### src/rtl/cpu_b_pkg.sv
// Shared CPU_B constants: step numbers, opcode nibbles, ALU function codes.
// Latency: n/a (declarations only).
// Backpressure: n/a.
package cpu_b_pkg;

  // Step counter is one bit wider than the 3-bit step port so STEPS=8 still counts cleanly.
  localparam int STEP_W = 4;

  localparam logic [STEP_W-1:0] STEP1 = 4'd1;
  localparam logic [STEP_W-1:0] STEP2 = 4'd2;
  localparam logic [STEP_W-1:0] STEP3 = 4'd3;
  localparam logic [STEP_W-1:0] STEP4 = 4'd4;
  localparam logic [STEP_W-1:0] STEP5 = 4'd5;
  localparam logic [STEP_W-1:0] STEP6 = 4'd6;
  localparam logic [STEP_W-1:0] STEP7 = 4'd7;

  // Upper instruction nibble for the non-ALU instruction class.
  localparam logic [3:0] OP_LD   = 4'b0000;
  localparam logic [3:0] OP_ST   = 4'b0001;
  localparam logic [3:0] OP_DATA = 4'b0010;
  localparam logic [3:0] OP_JMPR = 4'b0011;

  // ir[7] set selects the ALU instruction class.
  localparam int ALU_CLASS_BIT = 7;

  typedef enum logic [2:0] {
    ALU_ADD = 3'b000,
    ALU_SHR = 3'b001,
    ALU_SHL = 3'b010,
    ALU_NOT = 3'b011,
    ALU_AND = 3'b100,
    ALU_OR  = 3'b101,
    ALU_XOR = 3'b110,
    ALU_CMP = 3'b111
  } alu_op_e;

  // 2->4 register select, shared by the set and enable paths.
  function automatic logic [3:0] dec2to4(input logic [1:0] sel);
    return 4'b0001 << sel;
  endfunction

endpackage

### src/rtl/cpu_b_control_seq_stepper.sv
// Step counter 1..STEPS that wraps back to 1; async reset to step 1.
// Latency: step advances one clk after en is seen high.
// Backpressure: en=0 freezes the count.
module cpu_b_control_seq_stepper
  import cpu_b_pkg::*;
#(
  parameter int STEPS = 7
) (
  input  logic              clk,
  input  logic              reset,
  input  logic              en,
  output logic [STEP_W-1:0] step
);

  localparam logic [STEP_W-1:0] LAST_STEP = STEP_W'(STEPS);

  // Advance while enabled, wrapping the last step back to the first fetch step.
  always_ff @(posedge clk or posedge reset) begin
    if (reset) begin
      step <= STEP1;
    end else if (en) begin
      step <= (step == LAST_STEP) ? STEP1 : step + STEP_W'(1);
    end
  end

endmodule

### src/rtl/cpu_b_control_seq.sv
// CPU_B control sequencer: stepper plus combinational decode of bus/register strobes.
// Latency: strobes are a same-cycle decode of (step, ir, en, reset).
// Backpressure: en=0 holds the step and forces every strobe low.
module cpu_b_control_seq
  import cpu_b_pkg::*;
#(
  parameter int STEPS    = 7,
  parameter int ALU_OP_W = 3
) (
  input  logic                clk,
  input  logic                reset,
  input  logic                en,
  input  logic [7:0]          ir,
  output logic [2:0]          step,
  output logic                bus_1,
  output logic                s_r0,
  output logic                s_r1,
  output logic                s_r2,
  output logic                s_r3,
  output logic                e_r0,
  output logic                e_r1,
  output logic                e_r2,
  output logic                e_r3,
  output logic                s_mar,
  output logic                s_ir,
  output logic                s_iar,
  output logic                s_acc,
  output logic                s_tmp,
  output logic                s_ram,
  output logic                e_iar,
  output logic                e_acc,
  output logic                e_ram,
  output logic [ALU_OP_W-1:0] alu_op
);

  logic [STEP_W-1:0] step_q;
  logic [3:0]        ra_sel;
  logic [3:0]        rb_sel;
  logic [3:0]        s_r;
  logic [3:0]        e_r;
  logic [2:0]        op;

  cpu_b_control_seq_stepper #(
    .STEPS (STEPS)
  ) u_stepper (
    .clk   (clk),
    .reset (reset),
    .en    (en),
    .step  (step_q)
  );

  // The port is 3 bits; with STEPS=8 the last step reads back as 0.
  assign step = step_q[2:0];

  assign ra_sel = dec2to4(ir[3:2]);
  assign rb_sel = dec2to4(ir[1:0]);
  assign op     = ir[6:4];

  // Decode the current step and instruction into one cycle's worth of strobes.
  always_comb begin
    bus_1  = 1'b0;
    s_r    = 4'b0000;
    e_r    = 4'b0000;
    s_mar  = 1'b0;
    s_ir   = 1'b0;
    s_iar  = 1'b0;
    s_acc  = 1'b0;
    s_tmp  = 1'b0;
    s_ram  = 1'b0;
    e_iar  = 1'b0;
    e_acc  = 1'b0;
    e_ram  = 1'b0;
    alu_op = ALU_OP_W'(ALU_ADD);
    if (en && !reset) begin
      case (step_q)
        // Fetch: MAR <- IAR and ACC <- IAR+1 share the bus cycle.
        STEP1: begin
          bus_1  = 1'b1;
          e_iar  = 1'b1;
          s_mar  = 1'b1;
          s_acc  = 1'b1;
          alu_op = ALU_OP_W'(ALU_ADD);
        end
        STEP2: begin
          e_ram = 1'b1;
          s_ir  = 1'b1;
        end
        STEP3: begin
          e_acc = 1'b1;
          s_iar = 1'b1;
        end
        STEP4, STEP5, STEP6: begin
          if (ir[ALU_CLASS_BIT]) begin
            case (step_q)
              STEP4: begin
                e_r   = rb_sel;
                s_tmp = 1'b1;
              end
              STEP5: begin
                e_r    = ra_sel;
                s_acc  = 1'b1;
                alu_op = ALU_OP_W'(op);
              end
              default: begin
                // CMP only updates flags; the result is never written back.
                if (op != ALU_CMP) begin
                  e_acc = 1'b1;
                  s_r   = rb_sel;
                end
              end
            endcase
          end else begin
            case (ir[7:4])
              OP_LD: begin
                if (step_q == STEP4) begin
                  e_r   = ra_sel;
                  s_mar = 1'b1;
                end else if (step_q == STEP5) begin
                  e_ram = 1'b1;
                  s_r   = rb_sel;
                end
              end
              OP_ST: begin
                if (step_q == STEP4) begin
                  e_r   = ra_sel;
                  s_mar = 1'b1;
                end else if (step_q == STEP5) begin
                  e_r   = rb_sel;
                  s_ram = 1'b1;
                end
              end
              OP_DATA: begin
                // Immediate byte follows the opcode: re-run the fetch-address sequence.
                if (step_q == STEP4) begin
                  bus_1  = 1'b1;
                  e_iar  = 1'b1;
                  s_mar  = 1'b1;
                  s_acc  = 1'b1;
                  alu_op = ALU_OP_W'(ALU_ADD);
                end else if (step_q == STEP5) begin
                  e_ram = 1'b1;
                  s_r   = rb_sel;
                end else begin
                  e_acc = 1'b1;
                  s_iar = 1'b1;
                end
              end
              OP_JMPR: begin
                if (step_q == STEP4) begin
                  e_r   = rb_sel;
                  s_iar = 1'b1;
                end
              end
              default: begin
                // 0100..0111 reserved: no-op.
              end
            endcase
          end
        end
        STEP7: begin
          // Idle step.
        end
        default: begin
        end
      endcase
    end
  end

  assign {s_r3, s_r2, s_r1, s_r0} = s_r;
  assign {e_r3, e_r2, e_r1, e_r0} = e_r;

  // Single shared bus: never more than one driver.
  a_bus_onehot: assert property (@(posedge clk)
    $onehot0({e_r, e_iar, e_acc, e_ram}));

  // The constant-1 bus path is only used alongside the IAR enable.
  a_bus1_with_iar: assert property (@(posedge clk) bus_1 |-> e_iar);

  // Each GPR select vector addresses at most one register.
  a_gpr_onehot: assert property (@(posedge clk) $onehot0(s_r) && $onehot0(e_r));

endmodule
### config.mk
export PLATFORM = sky130hd
export DESIGN_NAME = cpu_b_control_seq
export DESIGN_NICKNAME = d
export VERILOG_FILES = /design/src/rtl/cpu_b_pkg.sv /design/src/rtl/cpu_b_control_seq_stepper.sv /design/src/rtl/cpu_b_control_seq.sv
export SDC_FILE = /design/constraint.sdc
export NUM_CORES = 1
export LEC_CHECK = 0
export BUFFER_PORTS_ARGS = -buffer_cell sky130_fd_sc_hd__buf_2
export CAP_MARGIN = 20
export CORE_MARGIN = 4
export CORE_UTILIZATION = 47
export CTS_CLUSTER_SIZE = 40
export DETAILED_ROUTE_END_ITERATION = 12
export HOLD_SLACK_MARGIN = 0.08
export PLACE_DENSITY = 0.79
export SLEW_MARGIN = 10
export SYNTH_ARGS = -nofsm -noshare
export SYNTH_HDL_FRONTEND = slang
export SYNTH_HIERARCHICAL = 1
export SYNTH_SLANG_ARGS = --single-unit
### constraint.sdc
create_clock -name clk -period 2.3 [get_ports clk]
set_clock_uncertainty 0.1 [all_clocks]
set_input_delay 0.115 -clock clk [delete_from_list [all_inputs] [get_ports clk]]
set_output_delay 0.115 -clock clk [all_outputs]
set_load 0.01 [all_outputs]
==> impl_metrics.csv <==
group,metric,value,unit
finish,fin_nets,167,
power_and_ir_drop,power.density,747.7,nW/µm²
finish,max_flop_register,"u_stepper/step",
detailed_routing,m1WireLength,962,µm
worst_hold_path,hold_path_class,"in2async",
power_and_ir_drop,vdd_drop_max,0.0005997,V
clock_network,cts_tree,"built",
critical_path,worstPathRequired,2.09,ns
detailed_routing,drtAntennaViolNets,0,
power_and_ir_drop,p_sw_share,49.42,%
clock_network,root_buffer,"clkbuf_4",
placement,gp_routability_congestion,0.9325,
critical_path,cp-start-kind,"flop",
power_and_ir_drop,switching_power,0.3907,mW
sta,hold_viol,0,
critical_path,crit_arrival,1.98,ns
detailed_routing,wire_per_inst,13.38,µm
power_and_ir_drop,p_int,0.3998,mW
detailed_routing,drt_wl_total,2382,µm
critical_path,cp_slowest_cell,"or3b_1",
sta,rsz0062_at_grt,"no",
synthesis,synth_cell_type_count,45,
synthesis,synth_nets,130,
finish,n_antenna_cell,0,
critical_path,worst-path-buf-inv,1,
die,core,1594,µm²
critical_path,worstSetupEndpointType,"output pin",
synthesis,synth_edf_count,0,
synthesis,syn_inst,118,
global_route,grt_overflow_total,0,
finish,finalInstanceArea,1057,µm²
detailed_routing,firstDrtPassIters,4,
detailed_routing,num_vias,997,
clock_network,clockBufferDepth,2,
die,ios,35,
synthesis,ys_seq_area_share,12.22,%
critical_path,cpLargestDelayFamily,"simple AND/OR/NAND/NOR gates",
global_route,first_global_vias,912,
synthesis,synth_largest_area_cell,"dfrtp_1",
clock_network,path_clk_slew,0.04,ns
sta,finalSetupTns,0,ns
detailed_routing,drc,0,
clock_network,cts_buffers,3,
placement,port_buffers,34,
sta,max_clock_freq,455.0,MHz
power_and_ir_drop,p_leak,0.5063,nW
finish,utilization,66.33,%
power_and_ir_drop,seq_power_share,23.2,%
critical_path,critPathMaxFanout,8,
synthesis,syn_avg_cell_area,7.030,µm²
finish,syn_to_final_growth,27.45,%
synthesis,netlist_area,829.5,µm²
run,cap_viol_max_count,0,
die,dieArea,2501,µm²
synthesis,synth_warnings,6,
synthesis,synth_area_leaders,"dfrtp_1, nor2_1, nand2b_1",
finish,drive_gt1_share,35.06,%
die,rows,14,
clock_network,h-tree-depth,1,
placement,placed_cell_area,1005,µm²
outcome,status,"finished clean",
clock_network,post_cts_buffers,0,
critical_path,cp_slowest_stage_delay,0.52,ns
global_route,grtUsageTotal,19.61,%
power_and_ir_drop,p_comb_share,64.4,%
sta,setup_viol,0,
global_route,antenna_found_initial,0,
detailed_routing,highest_layer,"met4",
placement,hpwlAfterDp,1777,µm
finish,largest_reg_flops,4,
sta,fin_crit_sh,95.57,%
power_and_ir_drop,clockPowerShare,12.4,%
detailed_routing,via_per_inst,5.601,
clock_network,clock-sinks,4,
synthesis,synth_ff_type,"dfrtp_1",
detailed_routing,routed-wl-met3,166,µm
clock_network,clock_latency,0.24,ns
global_route,grt_pass1_wl,3898,µm
die,die_w,50.01,µm
detailed_routing,met2_length,1180,µm
finish,reg.largest.list,"u_stepper/step x4",
sta,drv_slew,0,
critical_path,crit_chain,"or3b_1 > nor4_4 > nand2_1 > o32ai_1 > buf_2",
sta,tightest_slew,0.3130,ns
detailed_routing,drtIter0Drc,24,
sta,fin_crit,2.198,ns
sta,slew_headroom,78.97,%
synthesis,synth_top_area_share,9.050,%
die,start_util,52.04,%
die,die_h,50.01,µm
global_route,grt_max_degree,22,
critical_path,worst-setup-path-type,"reg2out",
synthesis,synth-async-reset-ratio,100.0,%
synthesis,ys_ff_latch,4,
-- final timing paths --
check	start	to	slack (ns)	depth (start not counted)
max	u_stepper/step[3]	s_mar	0.10	5
min	reset	u_stepper/step[3]	0.21	3
max reg2reg	u_stepper/step[0]	u_stepper/step[3]	0.79	3
min reg2reg	u_stepper/step[3]	u_stepper/step[3]	0.53	1
max in group asynchronous	reset	u_stepper/step[0]	1.66	3
min in group clk	ir[0]	s_r0	0.45	3
-- layout by cell type (no fill, tap or decap), types with 2 or more instances in the layout --
cell type / synthesis / final
buf_4: 3 / 3
nor3_1: 8 / 8
mux2i_1: 3 / 3
nand2_1: 13 / 13
and3_1: 2 / 2
a22oi_1: 2 / 2
dlygate4sd3_1: 0 / 2
nand3_1: 3 / 3
a31oi_1: 2 / 2
inv_1: 5 / 5
and2_1: 3 / 3
dfrtp_1: 3 / 3
buf_2: 2 / 34
nand2b_1: 8 / 8
o21ai_2: 2 / 2
a21oi_1: 5 / 5
mux2_2: 3 / 3
clkbuf_4: 0 / 3
nor2b_1: 3 / 2
nor2_1: 15 / 15
or2_2: 2 / 2
o21ai_0: 3 / 3
o22ai_1: 3 / 3
nand3b_1: 2 / 2
-- Yosys cell counts, drive strengths merged (2+ instances only) --
cell    number
buf          6
nor2        15
nand2       13
nand3        3
nor3         9
o22ai        3
nand3b       2
and3         2
nor2b        3
mux2         4
nand2b       8
or2          2
mux2i        3
a22oi        2
inv          5
a31oi        2
and2         4
dfrtp        3
a21oi        5
nor4b        2
o21ai        5
-- area by class of cell --
cell class / instances / area, µm²
Multi-Input combinational cell: 102 / 664.4
Fill cell: 157 / 536.8
Timing Repair Buffer: 39 / 212.7
Sequential cell: 4 / 105.1
Tap cell: 24 / 30.03
Clock buffer: 4 / 26.28
Inverter: 5 / 18.77
-- worst reg2reg max path, cell delays in order, from the launching register on --
cell and delay (ns):
dfstp_4 0.73, ha_1 0.23, nor2_1 0.05, mux2_1 0.29
-- kinds of logic after synthesis --
kind of cell    count (synthesis)  synth area share (%)
compound gates                 25                 21.87
xor+xnor                        1                 1.056
fa+ha+maj                       1                 1.508
buf+inv                        12                 7.994
flops                           4                 12.22
mux                             7                 9.050
simple gates                   68                 46.30
-- power by group through the flow --
stage	combinational, mW	clock [mW]	sequential, mW
after detailed placement	0.500	0	0.179
after CTS	0.506	0.103	0.179
final	0.509	0.0980	0.183
after floorplan	0.385	0	0.174
after global placement	0.489	0	0.176
after global routing	0.569	0.111	0.197
-- per-stage QoR --
stage,power (mW),hold WS [ns],worst slack [ns],instances
CTS,0.7876,0.1964,0.1319,178
global placement,0.6651,-0.09223,0.4306,172
floorplan,0.5584,-0.2196,0.4053,118
finish,0.7905,0.2112,0.1020,178
detailed placement,0.6784,-0.08983,0.4084,172
global route,0.8773,0.2234,0.004323,178
-- what timing repair did --
action,4_1_cts,5_1_grt
setup endpoints to repair,0,6
gates resized for setup,0,2
endpoints found under the hold margin,6,0
hold buffers,2,0
-- metal layers --
layer	global-route usage, %	vias up
li1	-	497
met1	24.50	446
met2	30.65	46
met3	2.711	8
met4	13.36	0
met5	0	-
No activity file was read; power rests on OpenSTA's default activity.
